`src/rtl/rv_exec_issue.sv`:
```
// rv_exec_issue: single-entry execute issue stage.
// Holds one decoded instruction. Register operands are resolved from a
// prioritised forwarding network (source 0 is the youngest), and the
// jump/branch target is computed from the resolved values.
// A one-cycle bubble is inserted when the instruction in the stage is a load
// whose destination is read by the incoming instruction.
// Optional feature macro: RV_EXEC_MISALIGN_TRAP_EN adds the misaligned
// jump-target trap output; without it o_to_trap is tied low.
module rv_exec_issue #(
  parameter int IADDR_SPACE_BITS = 32,
  parameter int NUM_FWD          = 2
) (
  input  logic                          i_clk,
  input  logic                          i_reset_n,
  input  logic                          i_flush,
  input  logic                          i_valid,
  output logic                          o_ready,
  output logic                          o_valid,
  input  logic                          i_ready,
  input  logic [IADDR_SPACE_BITS-1:0]   i_pc,
  input  logic [IADDR_SPACE_BITS-1:0]   i_pc_next,
  input  logic [4:0]                    i_rs1,
  input  logic [4:0]                    i_rs2,
  input  logic [4:0]                    i_rd,
  input  logic [31:0]                   i_imm_i,
  input  logic [31:0]                   i_imm_j,
  input  logic                          i_op1_src,
  input  logic [1:0]                    i_op2_sel,
  input  logic                          i_res_load,
  input  logic                          i_reg_write,
  input  logic                          i_inst_jal,
  input  logic                          i_inst_jalr,
  input  logic                          i_inst_mret,
  input  logic                          i_inst_branch,
  input  logic                          i_inst_store,
  input  logic [IADDR_SPACE_BITS-1:0]   i_ret_addr,
  input  logic [31:0]                   i_reg1_data,
  input  logic [31:0]                   i_reg2_data,
  input  logic [NUM_FWD-1:0]            i_fwd_valid,
  input  logic [5*NUM_FWD-1:0]          i_fwd_rd,
  input  logic [32*NUM_FWD-1:0]         i_fwd_data,
  output logic [31:0]                   o_op1,
  output logic [31:0]                   o_op2,
  output logic [31:0]                   o_rs1_val,
  output logic [31:0]                   o_rs2_val,
  output logic [4:0]                    o_rd,
  output logic                          o_reg_write,
  output logic                          o_store,
  output logic                          o_res_load,
  output logic                          o_inst_jal_jalr,
  output logic                          o_inst_branch,
  output logic [IADDR_SPACE_BITS-1:0]   o_pc,
  output logic [IADDR_SPACE_BITS-1:0]   o_pc_next,
  output logic [IADDR_SPACE_BITS-1:0]   o_pc_target,
  output logic                          o_to_trap,
  output logic [31:0]                   o_stall_cnt
);

  localparam int W = IADDR_SPACE_BITS;

  // control state (reset)
  logic        valid_q, valid_d;
  logic        res_load_q, reg_write_q, store_q;
  logic        jal_q, jalr_q, mret_q, branch_q;
  logic [4:0]  rd_q;
  logic [31:0] stall_cnt_q, stall_cnt_d;

  // data fields (no reset, qualified by valid_q)
  logic [W-1:0] pc_q, pc_next_q;
  logic [4:0]   rs1_q, rs2_q;
  logic [31:0]  imm_i_q, imm_j_q;
  logic         op1_src_q;
  logic [1:0]   op2_sel_q;

  logic         hazard;
  logic         load;
  logic         accept;
  logic [31:0]  rs1_val, rs2_val;
  logic [31:0]  pc_ext;
  logic [W-1:0] target;

  // Highest-priority (lowest index) matching forward source wins; x0 is
  // always zero and a forward to x0 never matches.
  function automatic logic [31:0] fwd_resolve(
    input logic [4:0]             rs,
    input logic [31:0]            rf_data,
    input logic [NUM_FWD-1:0]     fv,
    input logic [5*NUM_FWD-1:0]   frd,
    input logic [32*NUM_FWD-1:0]  fdata
  );
    logic [31:0] val;
    val = rf_data;
    for (int k = NUM_FWD - 1; k >= 0; k--) begin
      if (fv[k] && (frd[5*k +: 5] == rs) && (frd[5*k +: 5] != 5'd0)) begin
        val = fdata[32*k +: 32];
      end
    end
    if (rs == 5'd0) begin
      val = 32'd0;
    end
    return val;
  endfunction

  // Load-use hazard against the instruction currently held in the stage.
  assign hazard = valid_q & res_load_q & (rd_q != 5'd0) &
                  ((i_rs1 == rd_q) | (i_rs2 == rd_q)) & i_valid;
  assign o_ready = (!valid_q | i_ready) & !hazard;
  assign load    = i_valid & o_ready;
  // Flush overrides a same-cycle load; nothing is captured.
  assign accept  = load & !i_flush;

  // Next-state occupancy and backpressure counter.
  always_comb begin
    valid_d = valid_q;
    if (i_flush) begin
      valid_d = 1'b0;
    end else if (load) begin
      valid_d = 1'b1;
    end else if (i_ready) begin
      valid_d = 1'b0;
    end
    stall_cnt_d = stall_cnt_q;
    if (valid_q && !i_ready && (stall_cnt_q != 32'hFFFF_FFFF)) begin
      stall_cnt_d = stall_cnt_q + 32'd1;
    end
  end

  // Control registers with synchronous active-low reset.
  always_ff @(posedge i_clk) begin
    if (!i_reset_n) begin
      valid_q     <= 1'b0;
      res_load_q  <= 1'b0;
      reg_write_q <= 1'b0;
      store_q     <= 1'b0;
      jal_q       <= 1'b0;
      jalr_q      <= 1'b0;
      mret_q      <= 1'b0;
      branch_q    <= 1'b0;
      rd_q        <= 5'd0;
      stall_cnt_q <= 32'd0;
    end else begin
      valid_q     <= valid_d;
      stall_cnt_q <= stall_cnt_d;
      if (accept) begin
        res_load_q  <= i_res_load;
        reg_write_q <= i_reg_write;
        store_q     <= i_inst_store;
        jal_q       <= i_inst_jal;
        jalr_q      <= i_inst_jalr;
        mret_q      <= i_inst_mret;
        branch_q    <= i_inst_branch;
        rd_q        <= i_rd;
      end
    end
  end

  // Data fields captured on accept; held while stalled.
  always_ff @(posedge i_clk) begin
    if (accept) begin
      pc_q      <= i_pc;
      pc_next_q <= i_pc_next;
      rs1_q     <= i_rs1;
      rs2_q     <= i_rs2;
      imm_i_q   <= i_imm_i;
      imm_j_q   <= i_imm_j;
      op1_src_q <= i_op1_src;
      op2_sel_q <= i_op2_sel;
    end
  end

  // Operand resolution through the forwarding network.
  always_comb begin
    rs1_val = fwd_resolve(rs1_q, i_reg1_data, i_fwd_valid, i_fwd_rd, i_fwd_data);
    rs2_val = fwd_resolve(rs2_q, i_reg2_data, i_fwd_valid, i_fwd_rd, i_fwd_data);
  end

  // Operand muxes; op2_sel 11 falls back to the register value.
  always_comb begin
    pc_ext         = 32'd0;
    pc_ext[W-1:0]  = pc_q;
    o_op1          = op1_src_q ? pc_ext : rs1_val;
    case (op2_sel_q)
      2'b01:   o_op2 = imm_i_q;
      2'b10:   o_op2 = imm_j_q;
      default: o_op2 = rs2_val;
    endcase
  end

  // Jump/branch target, wrapping modulo the instruction address space.
  always_comb begin
    if (mret_q) begin
      target = i_ret_addr;
    end else if (jalr_q) begin
      target    = rs1_val[W-1:0] + imm_i_q[W-1:0];
      target[0] = 1'b0;
    end else begin
      target = pc_q + imm_j_q[W-1:0];
    end
  end

  assign o_valid         = valid_q;
  assign o_rs1_val       = rs1_val;
  assign o_rs2_val       = rs2_val;
  assign o_rd            = rd_q;
  assign o_reg_write     = valid_q & reg_write_q;
  assign o_store         = valid_q & store_q;
  assign o_res_load      = valid_q & res_load_q;
  assign o_inst_jal_jalr = valid_q & (jal_q | jalr_q | mret_q);
  assign o_inst_branch   = valid_q & branch_q;
  assign o_pc            = pc_q;
  assign o_pc_next       = pc_next_q;
  assign o_pc_target     = target;
  assign o_stall_cnt     = stall_cnt_q;

`ifdef RV_EXEC_MISALIGN_TRAP_EN
  logic [31:0] target_ext;

  // Zero-extend so bit 1 exists even for a 1-bit address space.
  always_comb begin
    target_ext        = 32'd0;
    target_ext[W-1:0] = target;
  end

  assign o_to_trap = valid_q & o_inst_jal_jalr & target_ext[1];
`else
  assign o_to_trap = 1'b0;
`endif

endmodule

```
`config.mk`:
```
export PLATFORM = sky130hd
export DESIGN_NAME = rv_exec_issue
export DESIGN_NICKNAME = d
export VERILOG_FILES = /design/src/rtl/rv_exec_issue.sv
export SDC_FILE = /design/constraint.sdc
export NUM_CORES = 1
export LEC_CHECK = 0
export ABC_CLOCK_PERIOD_IN_PS = 15100
export CAP_MARGIN = 10
export CORE_AREA = 8 8 228 230
export DETAILED_ROUTE_END_ITERATION = 10
export DIE_AREA = 0 0 236 238
export MAX_ROUTING_LAYER = met4
export PLACE_DENSITY = 0.64
export SLEW_MARGIN = 20
export SYNTH_ARGS = -nofsm -noshare
export SYNTH_HDL_FRONTEND = slang
export SYNTH_SLANG_ARGS = --single-unit
```
`constraint.sdc`:
```
create_clock -name i_clk -period 15.1 [get_ports i_clk]
set_input_delay 3.02 -clock i_clk [delete_from_list [all_inputs] [get_ports i_clk]]
set_output_delay 3.02 -clock i_clk [all_outputs]
set_load 0.01 [all_outputs]
```
==> impl_metrics.tcl, run 1 <==
set metrics [dict create \
    status "completed" \
    ys_types 67 \
    instances_no_fill 2591 \
    area_growth_pct 55.3 \
    wl_met3_mm 6.51 \
    die_area_um2 56200 \
    ys_seq_area_share_pct 39.1 \
    wl_met2_mm 34.6 \
    drt-initial-drc-count 1215 \
    grt_pass1_wl_mm 101 \
    postCtsSetupBuffers 0 \
    wirelength_mm 71.1 \
    synth_edf_count 141 \
    drt-wirelength-per-cell_um 27.5 \
    cts.sinks 186 \
    crit_top_cell "clkdlybuf4s50_1" \
    initial_core_util_pct 27.1 \
    fin_worst_skew_ns 0.0157 \
    hold_buffers 0 \
    cp-end-kind "output port" \
    timing.rr.start "o_rd[0]" \
    cts_resized 0 \
    wl_met1_mm 27.8 \
    numCtsBuffers 17 \
    dp_slack_ns 2.60 \
    clock.fmax_mhz 79.9 \
    num-fill-cells 4744 \
    worst_slack_ns 2.58 \
    crit_cells 19 \
    crit_path_start "i_fwd_rd[1]" \
    grt_pass1_vias 14020 \
    clk_pin_slew_worst_paths_ns 0.07 \
    gp_congestion 0.912 \
    die_height_um 238 \
    relSlewSlack_pct 30.8 \
    powerDensity_nw_per_um2 76.7 \
    cts_tree "done" \
    vdd.ir_drop.worst_mv 0.0704 \
    cts.path.max_buffers 2 \
    syn_area_um2 13100 \
    finalCritPeriodShare_pct 82.9 \
    dp.cells 2547 \
    syn_nets 1775 \
    ant_nets 0 \
    die_w_um 236 \
    arrival_ns 9.50 \
    fp-row-count 81 \
    tightest_slew_ns 1.03 \
    ys_warn_count 0 \
    yosys_register_bits 186 \
    drt_pass1_iterations 5 \
    cp.required_ns 12.08 \
    rsz0062_at_grt "false" \
    crit_slowest_cell "a221oi_1" \
    synthCells 1379 \
    grt_usage_pct 25.2 \
    crit_fanout 52 \
    cp_cell_sequence "clkdlybuf4s50_1 > or4_1 > o211ai_2 > or2_4 > buf_4 > and3_1 > nor2_1 > and2_1 > fa_1 > a21o_1 > a221oi_1 > a2bb2oi_1 > nand2_1 > a31oi_1 > o31ai_1 > a21oi_1 > xor2_1 > o221ai_1 > clkdlybuf4s50_1" \
    drc_errors 0 \
    antenna_found_initial 12 \
    critPathTopFamily "compound AO/OA/AOI/OAI gates" \
    finalHoldViolCount 0 \
    cts-root-buf "clkbuf_16" \
    r2r_cells 8 \
    synthArstFlopShare_pct 0 \
    io_buffers 597 \
    avgSynthCellArea_um2 9.51 \
    drive_gt1_share_pct 5.47 \
    via_per_inst 5.29 \
    crit_end "o_pc_target[28]" \
    finalCriticalPeriod_ns 12.52 \
    coreArea_um2 48300 \
    total_leakage_power_uw 0.00728 \
    crit_buf_inv 3 \
    nets 2340 \
    critical-path-max-stage-delay_ns 0.73 \
    drv_slew 0 \
    drv_cap 0 \
    htree_levels 4 \
    synth-main-ff-cell "edfxtp_1" \
    post-route-util_pct 42.1 \
    clk_latency_ns 0.50 \
    rrSetupSlack_ns 11.68 \
    top_layer "met4" \
    grt_max_degree 73 \
    grt.overflow.total 0 \
    vias 13714 \
    hold_class "flop to flop" \
    io_pins 599 \
    hpwlAfterDp_mm 57.9 \
    worstReg2RegEnd "jalr_q" \
    tns_ns 0 \
    path_class "primary input to output port" \
    setup_violations 0 \
    cp-start-kind "primary input" \
]
==> placed cells by master (no fill, tap or decap), drive strengths merged, types with 12 or more instances in the layout <==
cell           synthesis  final
clkdlybuf4s50          0    596
edfxtp               141    141
nor2                 125    125
nand2                 94     94
o21ai                 88     88
mux2i                 81     81
a211oi                75     75
xnor2                 71     71
a21oi                 68     68
ha                    64     64
dfxtp                 45     45
inv                   36     44
a22oi                 38     38
mux2                  36     36
and2                  35     35
a21o                  32     32
xor2                  29     29
nand3                 22     22
nor3                  20     20
nor2b                 20     20
buf                   21     20
nand4                 19     19
clkbuf                49     18
or3                   16     16
nand2b                13     13
and3                  13     13
o211ai                13     13
diode                  0     12
==> per-stage QoR <==
step	power, uW	area, um2	hold WS (ns)
floorplan	822	13100	0.474
CTS	1580	20300	0.520
detailed placement	1120	19800	0.498
global route	1630	20400	0.564
finish	1560	20400	0.520
global placement	1120	19800	0.489
==> worst min-delay path by stage <==
stage	from	end	slack, ns	cells after the start
floorplan	branch_q	branch_q	0.47	2
global placement	reg_write_q	reg_write_q	0.49	2
detailed placement	reg_write_q	reg_write_q	0.50	2
CTS	o_stall_cnt[30]	o_stall_cnt[30]	0.52	2
global route	o_stall_cnt[30]	o_stall_cnt[30]	0.56	2
finish	o_stall_cnt[30]	o_stall_cnt[30]	0.52	2
==> synth_stat cells, types with 13 or more instances <==
cell	number	area [um2]
nand2b_1	13	81.3
a21o_1	32	240
inv_1	36	135
mux2i_1	81	811
o21ai_0	85	425
a22oi_1	38	285
nand2_1	94	353
edfxtp_1	141	4230
or3_1	15	93.8
xor2_1	29	254
and3_1	13	81.3
mux2_2	36	405
dfxtp_1	45	901
a21oi_1	68	340
buf_1	13	48.8
a211oi_1	75	563
xnor2_1	71	622
nand4_1	19	119
nor2b_1	20	125
nand3_1	22	110
and2_1	35	219
clkbuf_1	49	184
ha_1	64	801
nor2_1	125	469
nor3_1	20	100
==> routing by layer <==
layer,vias to the layer above,GRT usage [%]
met2,718,42.2
met5,-,-
li1,6332,-
met1,6569,28.1
met4,0,8.36
met3,95,8.25
==> area by class of cell <==
type,instances,area [um2],area share [%]
multi-input cells,1087,7620,37.4
repair buffers,616,6110,30.0
flip-flops and latches,186,5140,25.2
well taps,622,778,3.82
clock buffers,18,429,2.11
inverters,36,135,0.663
clock inverters,14,126,0.620
diodes,12,30.0,0.147
==> logic make-up (layout without fill, tap and decap cells) <==
group,Yosys count,in the layout,share of synthesized area [%]
and+or+nand+nor,411,411,15.4
DFF,186,186,39.1
xor gates and xnor gates,100,100,6.68
other,1,13,0.0286
buffers and inverters,106,684,3.19
adders and majority gates,66,66,6.41
muxes,117,117,9.27
AOI/OAI and AO/OA,392,392,19.9
==> power breakdown <==
| part | switching (uW) | internal, uW |
|---|---|---|
| combinational | 258 | 264 |
| clock | 236 | 217 |
| sequential | 15.8 | 572 |
| total | 510 | 1050 |
==> worst register-to-register path: cells and delay by family, from the launching register on <==
kind            cells  cell delay [ns]
simple gates        4             1.38
buf+inv             1             0.88
flops               1             0.37
mux                 1             0.36
compound gates      2             0.32
==> flip-flops by register name (all words and copies together), names as in the netlist <==
register,flops
jal_q,1
rs1_q,5
imm_j_q,32
store_q,1
imm_i_q,32
res_load_q,1
o_valid,1
rs2_q,5
op2_sel_q,2
o_pc,32
o_pc_next,32
reg_write_q,1
op1_src_q,1
o_rd,5
mret_q,1
branch_q,1
jalr_q,1
o_stall_cnt,32
No activity file was read; power rests on OpenSTA's default activity.
==> run 2: changes to the inputs <==
--- a/config.mk
+++ b/config.mk
@@ -5,13 +5,13 @@
 export SDC_FILE = /design/constraint.sdc
 export NUM_CORES = 1
 export LEC_CHECK = 0
-export ABC_CLOCK_PERIOD_IN_PS = 15100
+export ABC_CLOCK_PERIOD_IN_PS = 10200
 export CAP_MARGIN = 10
 export CORE_AREA = 8 8 228 230
 export DETAILED_ROUTE_END_ITERATION = 10
 export DIE_AREA = 0 0 236 238
 export MAX_ROUTING_LAYER = met4
-export PLACE_DENSITY = 0.64
+export PLACE_DENSITY = 0.66
 export SLEW_MARGIN = 20
 export SYNTH_ARGS = -nofsm -noshare
 export SYNTH_HDL_FRONTEND = slang
==> constraint.sdc (replaced) <==
create_clock -name i_clk -period 10.2 [get_ports i_clk]
set_input_delay 2.04 -clock i_clk [delete_from_list [all_inputs] [get_ports i_clk]]
set_output_delay 2.04 -clock i_clk [all_outputs]
set_load 0.01 [all_outputs]
==> impl_metrics.tcl, run 2 (same netlist as run 1, synthesis figures left out) <==
set metrics [dict create \
    grt_usage_pct 25.5 \
    cp-start-kind "primary input" \
    die_height_um 238 \
    crit_fanout 5 \
    die_area_um2 56200 \
    drv_cap 0 \
    gp_congestion 0.931 \
    hpwlAfterDp_mm 59.2 \
    instances_no_fill 2615 \
    total_leakage_power_uw 0.00748 \
    antenna_found_initial 5 \
    grt_pass1_wl_mm 102 \
    drc_errors 0 \
    cts.sinks 186 \
    cts.path.max_buffers 2 \
    finalCriticalPeriod_ns 9.94 \
    drt-initial-drc-count 1084 \
    finalHoldViolCount 0 \
    dp_slack_ns 0.0447 \
    grt_pass1_vias 14215 \
    layout_commonest_cell "clkdlybuf4s50_1" \
    relSlewSlack_pct 33.0 \
    initial_core_util_pct 27.1 \
    cts_tree "done" \
    drt-wirelength-per-cell_um 28.1 \
    layout_common_cells "596 x clkdlybuf4s50_1, 141 x edfxtp_1, 121 x nor2_1, 94 x nand2_1, 84 x o21ai_0" \
    post-route-util_pct 42.9 \
    top_layer "met4" \
    grt.overflow.total 0 \
    clk_pin_slew_worst_paths_ns 0.08 \
    drive_gt1_share_pct 7.09 \
    path_class "primary input to output port" \
    die_w_um 236 \
    cp.required_ns 8.16 \
    powerDensity_nw_per_um2 117 \
    htree_levels 4 \
    drt_pass1_iterations 5 \
    dp.cells 2568 \
    area_growth_pct 57.9 \
    vdd.ir_drop.worst_mv 0.119 \
    via_per_inst 5.34 \
    arrival_ns 7.90 \
    wl_met3_mm 6.58 \
    finalCritPeriodShare_pct 97.4 \
    grt_max_degree 55 \
    wl_met2_mm 34.3 \
    hold_buffers 0 \
    coreArea_um2 48300 \
    wirelength_mm 73.5 \
    vias 13968 \
    worst_slack_ns 0.264 \
    io_buffers 597 \
    clock.fmax_mhz 101 \
    nets 2371 \
    wl_met1_mm 29.4 \
    fp-row-count 81 \
    fin_worst_skew_ns 0.0176 \
    p_total_uw 2420 \
    cp-end-kind "output port" \
    ant_nets 0 \
    tightest_slew_ns 0.998 \
    numCtsBuffers 17 \
    status "completed" \
    cts-root-buf "clkbuf_16" \
    crit_path_start "i_fwd_rd[6]" \
    hold_ws_ns 0.516 \
    setup_violations 0 \
    clk_latency_ns 0.49 \
    hold_class "flop to flop" \
    timing.rr.start "o_rd[1]" \
    io_pins 599 \
    drv_slew 0 \
    min_from "reg_write_q" \
]
run 2: path summary, 6_finish.rpt:
check             depth (start not counted)         endpoint  slack [ns]
setup / recovery                         19  o_pc_target[28]        0.26
hold / removal                            2      reg_write_q        0.52
hold reg to reg                           2      reg_write_q        0.52
setup reg to reg                          9           jalr_q        6.70
run 2: per-stage QoR:
stage                     TNS (ns)  instance area [um2]
after CTS                        0                20600
after detailed placement         0                19900
after global placement     -0.0918                19900
final                            0                20700
after floorplan                  0                13100
after global routing       -0.0296                20700
run 2: power by group:
part	switching (uW)	leakage, uW	internal [uW]
Sequential	23.5	0.00168	847
Clock	372	0.000312	382
Combinational	393	0.00548	400
Total	789	0.00748	1630
run 2: metal layers:
metal,vias to the layer above,GRT usage [%]
li1,6385,-
met1,6707,29.2
met2,752,41.1
met3,124,8.08
met4,0,10.7
met5,-,-
run 2: layout make-up:
cell class	instances	area (um2)
Sequential cell	186	5140
Fill cell	4771	27600
Clock inverter	14	213
Inverter	36	135
Timing Repair Buffer	646	6360
Clock buffer	18	429
Antenna cell	5	12.5
Tap cell	622	778
Multi-Input combinational cell	1088	7650
run 2: what timing repair did:
action | in CTS | in global routing
setup endpoints to repair | 1 | 3
resized for setup | 1 | 4
setup buffers | 0 | 9
gates cloned | 0 | 1
pin swaps | 0 | 3
run 2: critical path, cell delays in order:
cell	delay, ns
clkdlybuf4s50_1	0.49
or4_1	0.62
o211ai_4	0.43
or3_1	0.34
and3_1	0.26
nor2_1	0.09
and2_1	0.19
fa_1	0.40
a21o_1	0.23
a221oi_1	0.27
buf_4	0.19
a2bb2oi_1	0.44
nand2_1	0.21
a31oi_1	0.40
o31ai_2	0.14
a21oi_1	0.20
xor2_1	0.09
o221ai_1	0.23
clkdlybuf4s50_1	0.63
